## src/rtl/fib_gals_sender_if.sv

```systemverilog
// fib_gals_sender_if: generator-side and consumer-side signals of the producer sender stage
// Signals:
//   f_valid, f_out  generator word valid / word             (into sender)
//   f_en            generator enable                        (out of sender)
//   req, data_out   4-phase request and offered word        (out of sender)
//   ack_in          consumer acknowledge, asynchronous      (into sender)
//   fifo_count      current FIFO occupancy                  (out of sender)
// Modports: master = the sender, slave = generator/consumer side.
interface fib_gals_sender_if #(
    parameter int WIDTH = 16,
    parameter int DEPTH = 4
);
    logic                     f_valid;
    logic [WIDTH-1:0]         f_out;
    logic                     f_en;
    logic                     req;
    logic                     ack_in;
    logic [WIDTH-1:0]         data_out;
    logic [$clog2(DEPTH):0]   fifo_count;
    modport master (
        input  f_valid, f_out, ack_in,
        output f_en, req, data_out, fifo_count
    );
    modport slave (
        output f_valid, f_out, ack_in,
        input  f_en, req, data_out, fifo_count
    );
endinterface

```

## src/rtl/fib_gals_sender.sv

```systemverilog
// fib_gals_sender: producer-domain FIFO and 4-phase req/ack sender behind the fibonacci generator
// Ports:
//   clock_1  producer clock, rising edge
//   reset    asynchronous, active-high
//   bus      fib_gals_sender_if.master: f_valid/f_out in, f_en out, req/data_out out,
//            ack_in in (asynchronous), fifo_count out
module fib_gals_sender #(
    parameter int WIDTH = 16,
    parameter int DEPTH = 4
) (
    input logic clock_1,
    input logic reset,
    fib_gals_sender_if.master bus
);
    localparam int AW = $clog2(DEPTH);
    // one word can still be in flight from the generator, so stop two short of full
    localparam logic [AW:0] EN_MAX = (AW+1)'(DEPTH - 2);
    localparam logic [1:0] IDLE = 2'd0, REQ = 2'd1, REL = 2'd2;
    logic [WIDTH-1:0] mem [DEPTH];
    logic [AW-1:0] wr_ptr, rd_ptr;
    logic [AW:0] count;
    logic [1:0] state;
    logic [WIDTH-1:0] data_out;
    logic req, drop_next, ack_m, ack_s, push, pop;
    assign push = bus.f_valid && !drop_next;
    // REL launches the next word directly once ack has returned low, saving an IDLE cycle
    assign pop = (state == IDLE || state == REL) && !ack_s && count != '0;
    assign bus.f_en = count <= EN_MAX;
    assign bus.req = req;
    assign bus.data_out = data_out;
    assign bus.fifo_count = count;
    always_ff @(posedge clock_1) begin
        if (push) mem[wr_ptr] <= bus.f_out;
    end
    always_ff @(posedge clock_1 or posedge reset) begin
        if (reset) begin
            ack_m     <= 1'b0;
            ack_s     <= 1'b0;
            drop_next <= 1'b0;
            wr_ptr    <= '0;
            rd_ptr    <= '0;
            count     <= '0;
            state     <= IDLE;
            req       <= 1'b0;
            data_out  <= '0;
        end else begin
            ack_m  <= bus.ack_in;
            ack_s  <= ack_m;
            // tracks the generator's pause flag: its first word after a pause is a replay
            drop_next <= !bus.f_en || (drop_next && !bus.f_valid);
            wr_ptr <= wr_ptr + AW'(push);
            rd_ptr <= rd_ptr + AW'(pop);
            count  <= count + (AW+1)'(push) - (AW+1)'(pop);
            if (pop) begin
                data_out <= mem[rd_ptr];
                req      <= 1'b1;
                state    <= REQ;
            end else if (state == REQ && ack_s) begin
                req   <= 1'b0;
                state <= REL;
            end else if (state != REQ && !ack_s) begin
                state <= IDLE;
            end
        end
    end
endmodule

```

## src/flat_wrapper.sv

```systemverilog
// flat-port wrapper written by rule: the top's interface ports become plain ports
module fib_gals_sender_flat 
#(
    parameter int WIDTH = 16,
    parameter int DEPTH = 4
)
  (clock_1, reset, bus_f_valid, bus_f_out, bus_ack_in, bus_f_en, bus_req, bus_data_out, bus_fifo_count);
  fib_gals_sender_if #(.WIDTH(WIDTH), .DEPTH(DEPTH)) bus_i ();
  input logic clock_1;
  input logic reset;
  input wire logic [$bits(bus_i.f_valid)-1:0] bus_f_valid;
  input wire logic [$bits(bus_i.f_out)-1:0] bus_f_out;
  input wire logic [$bits(bus_i.ack_in)-1:0] bus_ack_in;
  output wire logic [$bits(bus_i.f_en)-1:0] bus_f_en;
  output wire logic [$bits(bus_i.req)-1:0] bus_req;
  output wire logic [$bits(bus_i.data_out)-1:0] bus_data_out;
  output wire logic [$bits(bus_i.fifo_count)-1:0] bus_fifo_count;
  assign bus_i.f_valid = bus_f_valid;
  assign bus_i.f_out = bus_f_out;
  assign bus_i.ack_in = bus_ack_in;
  assign bus_f_en = bus_i.f_en;
  assign bus_req = bus_i.req;
  assign bus_data_out = bus_i.data_out;
  assign bus_fifo_count = bus_i.fifo_count;
  fib_gals_sender #(.WIDTH(WIDTH), .DEPTH(DEPTH)) u_core (.clock_1(clock_1), .reset(reset), .bus(bus_i));
endmodule
```

## config.mk

```make
export PLATFORM = sky130hd
export DESIGN_NAME = fib_gals_sender_flat
export DESIGN_NICKNAME = d
export VERILOG_FILES = /design/src/rtl/fib_gals_sender_if.sv /design/src/rtl/fib_gals_sender.sv /design/src/flat_wrapper.sv
export SDC_FILE = /design/constraint.sdc
export NUM_CORES = 1
export LEC_CHECK = 0
export CAP_MARGIN = 20
export CORE_ASPECT_RATIO = 0.8
export CORE_MARGIN = 2
export CORE_UTILIZATION = 59
export DETAILED_ROUTE_END_ITERATION = 7
export GPL_TIMING_DRIVEN = 0
export PLACE_DENSITY = 0.83
export SLEW_MARGIN = 40
export SYNTH_ARGS = -nofsm -noshare
export SYNTH_HDL_FRONTEND = slang
export SYNTH_SLANG_ARGS = --single-unit
```

## constraint.sdc

```tcl
create_clock -name clock_1 -period 7.3 [get_ports clock_1]
set_input_delay 1.46 -clock clock_1 [delete_from_list [all_inputs] [get_ports clock_1]]
set_output_delay 1.46 -clock clock_1 [all_outputs]
set_load 0.02 [all_outputs]
```

==> results.cfg, run 1 <==
[run_status]
status = finished, final reports clean

[final_layout]
finalNonFillerCells = 306
fin_util = 0.729
design_area_mm2 = 0.00429
register_area_mm2 = 0.00265
fin_nets = 245
drive_above_1_share = 0.227
insertedDiodeCount = 0
area_growth_pct = 20.2
fillCellCount = 364
multiInputGateArea_um2 = 867

[timing]
finalSetupViolCount = 0
max_freq_ghz = 0.311
setup_ws_ns = 4.08
hold_viol_final = 0
report.final.slew_viol_count = 0
hold_ws_ns = 0.363
fin_crit_ns = 3.22
fin_skew_ns = 0.00708
worstMarginPinSlew_ns = 0.818
fin_setup_tns_ns = 0
rsz0062_at_grt = no
fin_crit_sh = 0.440
relSlewSlack = 0.455

[setup_path]
path_buf_inv = 2
worstPathCellList = inv_1 > ha_1 > a21o_1 > clkdlybuf4s50_1
path_depth = 4
timing.critical_path.fanout_max = 4
slowest_stage = clkdlybuf4s50_1
arrival_ns = 1.76
reg2reg_to = u_core.bus.fifo_count[2]
worstSetupEndpointType = output port
critical_path_class = reg -> out
required_ns = 5.84
crit_family = buffers and inverters
start_kind = register
ff2ff_path_depth = 5
rrSetupSlack_ns = 5.25
cpPeakStageDelay_ns = 0.54
r2r_start = u_core.ack_s

[pwr]
peakVddDrop_mv = 0.186
p_total_mw = 1.66
power_density_mw_per_mm2 = 388
p_leak_nw = 1.58

[cts]
cts_made_buffers = 9
ctsHoldBuffers = 0
cts_tree = done
cts.sinks = 93
cts_setup_buffers = 0
h-tree-depth = 3
cts_buffer_depth = 2
clkLatencyLatePin_ns = 0.35
cts_resized = 0
cts_root_buffer = clkbuf_8
clk_pin_slew_ns = 0.08

[run]
cap_violations = 0

[synth]
synth_fp_nets = 192
ys_ff_latch = 93
syn-mean-instance-area_um2 = 21.4
ys.warnings.count = 0
synth_edf_count = 64
synth_cells = 167
ys_seq_area_frac = 0.742
ys_top_cells_by_area = edfxtp_1 (54%), dfrtp_1 (20%), mux4_1 (5.9%), mux4_2 (5.1%), mux2_4 (3.4%)
async_flop_share = 0.312
ys.flop_type = edfxtp_1
yosysTopAreaCell = edfxtp_1
synth_common_cells = edfxtp_1 (64), dfrtp_1 (29)
synth_top_area_frac = 0.539
syn-cell-area_mm2 = 0.00357
synth_cell_types = 29
synth_most_common_cell = edfxtp_1

[worst_hold_path]
hp-class = reg -> reg
min_path_cells = 0
min_from = u_core.ack_m
min_to = u_core.ack_s

[floorplanning]
dieHeight_um = 73.5
coreArea_mm2 = 0.00588
rows = 25
start_util = 0.607
die_area_mm2 = 0.00669
io_pins = 41
die_x_um = 90.9

[grt]
grt_overflow = 0
grt_pass1_wl_um = 9270
grt_usage = 0.193
grt_antenna_before_repair = 0
grt_pass1_vias = 1746
grt_max_degree = 30

[route]
wire_per_inst_um = 19.5
drc = 0
detailedRoute.firstIterationViolations = 66
vias = 1686
vias_per_cell = 5.51
routed_wirelength_um = 5970
dr.pass1.iters = 4
postRouteAntennaNets = 0

[placement]
placedCellCount = 290
portBuffers = 40
place_congestion = 0.712
placed_area_mm2 = 0.00410
dp_worst_setup_slack_ns = 3.73
hpwl_um = 3960
## registers in the layout, summed over array words and instances, names as in the netlist
| signal | cells |
|---|---|
| u_core.mem | 64 |
| u_core.bus.data_out | 16 |
| u_core.bus.fifo_count | 3 |
| u_core.rd_ptr | 2 |
| u_core.state | 2 |
| u_core.wr_ptr | 2 |
| u_core.ack_m | 1 |
| u_core.ack_s | 1 |
| u_core.bus.req | 1 |
| u_core.drop_next | 1 |
## layout by cell type, fill, tap and decap left out, types with 2 or more instances in the layout
cell type / Yosys / layout
ha_1: 4 / 4
nor2b_1: 2 / 2
nand2_1: 3 / 3
mux4_2: 8 / 8
nand2b_1: 2 / 2
clkdlybuf4s50_1: 0 / 40
clkbuf_1: 1 / 2
mux4_1: 8 / 8
xnor2_1: 2 / 2
dfrtp_1: 29 / 29
mux2_2: 8 / 8
buf_4: 1 / 3
nor2_1: 4 / 3
mux2_4: 8 / 8
and3b_2: 1 / 2
clkbuf_8: 0 / 9
edfxtp_1: 64 / 64
clkinv_4: 0 / 2
o21ai_0: 4 / 4
xor2_1: 2 / 2
inv_1: 5 / 4
## report_power, final
part	total, mW	switching [mW]	internal [mW]
combinational	0.600	0.273	0.327
sequential	0.738	0.0663	0.672
clock	0.324	0.167	0.158
## routing by layer
metal / vias to the layer above / share of wire / global-route usage
li1: 762 / - / -
met1: 882 / 0.40 / 0.228
met2: 39 / 0.56 / 0.351
met3: 3 / 0.035 / 0.0605
met4: 0 / 0.0052 / 0.0522
met5: - / 0 / 0
## area by class of cell
class                      count  share of cell area
inverter                       5             0.00438
timing repair buffer          42              0.0968
multi-input combinational     64               0.202
tap                           81              0.0236
clock buffer                  10              0.0298
clock inverter                 6              0.0149
buffer                         5              0.0111
sequential                    93               0.617
## logic make-up (layout without fill, tap and decap cells)
| kind of cell | Yosys count | in the layout | synth area share |
|---|---|---|---|
| AOI/OAI and AO/OA | 5 | 5 | 0.00772 |
| DFF | 93 | 93 | 0.742 |
| buffers and inverters | 10 | 68 | 0.0186 |
| and+or+nand+nor | 17 | 17 | 0.0309 |
| xor gates and xnor gates | 4 | 4 | 0.00982 |
| adders and majority gates | 5 | 5 | 0.0196 |
| muxes | 33 | 33 | 0.171 |
## worst reg2reg max path: cells and delay by family, from the launching register on
family                     cells  cell delay, ns
xor gates and xnor gates       1            0.14
DFF                            1            0.46
and+or+nand+nor                2            0.60
adders and majority gates      1            0.41
buffers and inverters          1            0.33
## worst max-delay path by stage
stage                             endpoint                      from  slack, ns
after floorplan           u_core.mem[0][0]               bus_f_valid       3.88
after global placement    u_core.mem[0][9]               bus_f_valid       2.52
after detailed placement  u_core.mem[1][9]               bus_f_valid       3.73
after CTS                         bus_f_en  u_core.bus.fifo_count[1]       4.06
after global routing              bus_f_en  u_core.bus.fifo_count[1]       4.00
final                             bus_f_en  u_core.bus.fifo_count[1]       4.08
Note: power is estimated with default switching activity, not from simulation.
==> run 2, diff against run 1 <==
--- a/config.mk
+++ b/config.mk
@@ -8,10 +8,10 @@
 export CAP_MARGIN = 20
 export CORE_ASPECT_RATIO = 0.8
 export CORE_MARGIN = 2
-export CORE_UTILIZATION = 59
+export CORE_UTILIZATION = 55
 export DETAILED_ROUTE_END_ITERATION = 7
 export GPL_TIMING_DRIVEN = 0
-export PLACE_DENSITY = 0.83
+export PLACE_DENSITY = 0.78
 export SLEW_MARGIN = 40
 export SYNTH_ARGS = -nofsm -noshare
 export SYNTH_HDL_FRONTEND = slang
==> constraint.sdc (replaced) <==
create_clock -name clock_1 -period 3 [get_ports clock_1]
set_input_delay 0.6 -clock clock_1 [delete_from_list [all_inputs] [get_ports clock_1]]
set_output_delay 0.6 -clock clock_1 [all_outputs]
set_load 0.02 [all_outputs]
==> results.cfg, run 2 (synthesis results as in run 1) <==
[cts]
clk_pin_slew_ns = 0.08
cts_root_buffer = clkbuf_8
h-tree-depth = 3
ctsHoldBuffers = 0
cts.sinks = 93
cts_made_buffers = 9
cts_resized = 0
cts_tree = done
clkLatencyLatePin_ns = 0.35
cts_buffer_depth = 2
cts_setup_buffers = 0

[placement]
placedCellCount = 293
placed_area_mm2 = 0.00410
hpwl_um = 3730
place_congestion = 0.705
portBuffers = 40

[setup_path]
crit_path_end = bus_f_en
critical_path_class = reg -> out
required_ns = 2.40
ff2ff_path_depth = 6
setup.worst_path.start = u_core.bus.fifo_count[1]
arrival_ns = 1.75
r2r_start = u_core.bus.fifo_count[0]
rrSetupSlack_ns = 0.96
start_kind = register
worstSetupEndpointType = output port
reg2reg_to = u_core.bus.fifo_count[2]
timing.critical_path.fanout_max = 4

[pwr]
p_leak_nw = 1.57
peakVddDrop_mv = 0.443
power_density_mw_per_mm2 = 915

[floorplanning]
rows = 26
io_pins = 41
die_area_mm2 = 0.00715
start_util = 0.562
dieHeight_um = 76.0
die_x_um = 94.0
coreArea_mm2 = 0.00634

[final_layout]
largest_reg_flops = 64
layout_common_cells = edfxtp_1 (64), clkdlybuf4s50_1 (40), dfrtp_1 (29)
register_area_mm2 = 0.00265
insertedDiodeCount = 0
fin_nets = 245
finalNonFillerCells = 308
final_common_cell = edfxtp_1
fillCellCount = 437
drive_above_1_share = 0.223
area_growth_pct = 19.4
design_area_mm2 = 0.00426
fin_util = 0.671
multiInputGateArea_um2 = 868
top_register = u_core.mem

[route]
detailedRoute.firstIterationViolations = 63
routed_wirelength_um = 5540
drc = 0
postRouteAntennaNets = 0
dr.pass1.iters = 4
vias = 1655
wire_per_inst_um = 18.0
vias_per_cell = 5.37

[timing]
fin_crit_sh = 0.783
finalSetupViolCount = 0
rsz0062_at_grt = no
hold_viol_final = 0
fin_setup_tns_ns = 0
hold_ws_ns = 0.374
report.final.slew_viol_count = 0
relSlewSlack = 0.578
worstMarginPinSlew_ns = 0.633
fin_crit_ns = 2.35
max_freq_ghz = 0.426
fin_skew_ns = 0.00786

[grt]
grt_pass1_vias = 1729
grt_max_degree = 30
grt_antenna_before_repair = 0
grt_usage = 0.173
grt_pass1_wl_um = 8760
grt_overflow = 0

[worst_hold_path]
hp-class = reg -> reg

[run]
cap_violations = 0

[run_status]
status = finished, final reports clean
-- run 2: changes by cell type in the layout (fill, tap and decap cells not counted) --
| cell | before | now |
|---|---|---|
| and3_1 | 1 | 0 |
| and3_2 | 0 | 1 |
| bufinv_16 | 1 | 0 |
| clkinv_1 | 1 | 2 |
| clkinv_4 | 2 | 1 |
-- run 2: per-layer routing --
metal	global-route usage	share of wire	vias up
li1	-	-	759
met1	0.214	0.40	837
met2	0.281	0.53	53
met3	0.0722	0.067	6
met4	0.0522	0.0078	0
met5	0	0	-
-- run 2: worst min path at each step --
stage,from,endpoint,slack (ns),depth (start not counted)
6_report,u_core.ack_m,u_core.ack_s,0.37,0
5_1_grt,u_core.ack_m,u_core.ack_s,0.39,0
4_1_cts,u_core.ack_m,u_core.ack_s,0.38,0
3_5_place_dp,u_core.ack_m,u_core.ack_s,0.36,0
3_3_place_gp,u_core.ack_m,u_core.ack_s,0.34,0
2_1_floorplan,u_core.ack_m,u_core.ack_s,0.33,0
-- run 2: metrics by stage --
step                worst slack (ns)  power [mW]
floorplan                      0.442        2.74
global placement              -0.865        3.20
detailed placement             0.342        3.27
CTS                            0.623        3.95
global route                   0.548        4.11
finish                         0.652        3.90
-- run 2: power breakdown --
group	total [mW]	switching, mW	internal [mW]
registers	1.79	0.154	1.64
clock network	0.680	0.389	0.291
logic	1.43	0.636	0.793
-- run 2: final cells by class --
cell class | count | share of cell area
multi-input combinational | 64 | 0.204
clock buffer | 10 | 0.0300
buffer | 5 | 0.0112
inverter | 5 | 0.00441
clock inverter | 5 | 0.00676
timing repair buffer | 42 | 0.0975
sequential | 93 | 0.622
tap | 84 | 0.0247
-- run 2: critical path, cell delays in order, from the launching register on --
cell	delay, ns
dfrtp_1	0.41
inv_1	0.10
ha_1	0.20
a21o_1	0.16
clkdlybuf4s50_1	0.53
==> run 3, diff against run 2 <==
==> constraint.sdc (replaced) <==
create_clock -name clock_1 -period 2.3 [get_ports clock_1]
set_input_delay 0.46 -clock clock_1 [delete_from_list [all_inputs] [get_ports clock_1]]
set_output_delay 0.46 -clock clock_1 [all_outputs]
set_load 0.02 [all_outputs]
==> results.cfg, run 3 (synthesis results as in run 1) <==
[placement]
placed_area_mm2 = 0.00410
hpwl_um = 3900
portBuffers = 40
place_congestion = 0.718

[pwr]
netSwitchingFraction = 0.290
power.switching_mw = 1.59
peakVddDrop_mv = 0.490
comb_power_share = 0.345
power_density_mw_per_mm2 = 1260
p_leak_nw = 1.60
p_int_mw = 3.88
p_total_mw = 5.47
clockPowerShare = 0.224
pwr-share-seq = 0.430

[worst_hold_path]
hp-class = reg -> reg
min_path_cells = 0
min_from = u_core.ack_m

[timing]
max_freq_ghz = 0.451
relSlewSlack = 0.591
worstMarginPinSlew_ns = 0.613
fin_crit_sh = 0.963
report.final.slew_viol_count = 0
fin_setup_tns_ns = 0
rsz0062_at_grt = no
finalSetupViolCount = 0
fin_crit_ns = 2.21
fin_skew_ns = 0.0127
hold_viol_final = 0

[grt]
use_met1 = 0.235
grt_usage = 0.185
grt_max_degree = 30
grtUsageMet2 = 0.306
grt_pass1_wl_um = 9570
grt_antenna_before_repair = 0
grt_busiest_layer = met2
met3_usage = 0.0663
grt_pass1_vias = 1846
grt_overflow = 0

[setup_path]
arrival_ns = 1.75
worstPathCellList = inv_1 > ha_1 > a21o_1 > clkdlybuf4s50_1
timing.critical_path.fanout_max = 4
required_ns = 1.84
setup.worst_path.start = u_core.bus.fifo_count[1]
critical_path_class = reg -> out
start_kind = register
ff2ff_path_depth = 6
cpPeakStageDelay_ns = 0.53
worstSetupEndpointType = output port
slowest_stage = clkdlybuf4s50_1
r2r_start = u_core.bus.fifo_count[0]

[cts]
cts_made_buffers = 9
cts.sinks = 93
cts_tree = done
cts_setup_buffers = 0
cts_buffer_depth = 2
h-tree-depth = 3
ctsHoldBuffers = 0
clkLatencyLatePin_ns = 0.35
cts_resized = 0
cts_root_buffer = clkbuf_8
clk_pin_slew_ns = 0.08

[run_status]
status = finished, final reports clean

[floorplanning]
io_pins = 41
rows = 26
die_x_um = 94.0
coreArea_mm2 = 0.00634
start_util = 0.562
die_area_mm2 = 0.00715
dieHeight_um = 76.0

[route]
postRouteAntennaNets = 0
vias_per_cell = 5.50
dr.pass1.iters = 4
detailedRoute.firstIterationViolations = 110
routed_wirelength_um = 5850
vias = 1688
drc = 0
wire_per_inst_um = 19.0

[final_layout]
largest_reg_flops = 64
area_growth_pct = 21.4
layout_common_cells = edfxtp_1 (64), clkdlybuf4s50_1 (40), dfrtp_1 (29)
insertedDiodeCount = 0
final_common_cell = edfxtp_1
drive_above_1_share = 0.224
fin_nets = 244
design_area_mm2 = 0.00433
top_register = u_core.mem

[run]
cap_violations = 0
## run 3: cell count changes in the layout (fill, tap and decap cells not counted), sizes merged
cell    change
clkinv      -3
bufinv      +3
buf         -1
## run 3: power groups by stage
stage          registers [mW]  clock network [mW]  logic, mW
2_1_floorplan            2.55                   0       1.03
3_3_place_gp             2.35                   0       1.83
3_5_place_dp             2.39                   0       1.92
4_1_cts                  2.36                1.25       1.92
5_1_grt                  2.39                1.32       2.04
6_report                 2.35                1.23       1.89
## run 3: path summary, 6_finish.rpt
path	slack [ns]	to
max	0.09	bus_f_en
min	0.38	u_core.ack_s
max reg2reg	0.27	u_core.bus.fifo_count[2]
min reg2reg	0.38	u_core.ack_s
max in group asynchronous	1.38	u_core.bus.data_out[1]
min in group asynchronous	0.51	u_core.state[1]
## run 3: area by class of cell
type	instances	area (µm²)
buffer	5	47.5
clock buffer	10	128
clock inverter	5	101
fill	425	2010
inverter	5	18.8
multi-input combinational	64	875
sequential	93	2650
tap	84	105
timing repair buffer	41	408
## run 3: critical path, delay by kind of cell, from the launching register on
family | cells | cell delay (ns)
fa+ha+maj | 1 | 0.21
buf+inv | 2 | 0.63
flops | 1 | 0.41
compound gates | 1 | 0.16
## run 3: stage by stage
stage               hold slack (ns)  instances   util  setup WS [ns]
floorplan                     0.331        167      -          0.413
global placement              0.346        291  0.643         -0.621
detailed placement            0.348        292  0.646         -0.310
CTS                           0.391        307  0.682         0.0648
global route                  0.394        307  0.683        0.00281
finish                        0.383        307  0.683         0.0851
## run 3: metal layers
layer,part of all wire,wire [µm]
met5,0,0
met4,0.012,72
met3,0.048,283
met2,0.52,3050
met1,0.42,2450
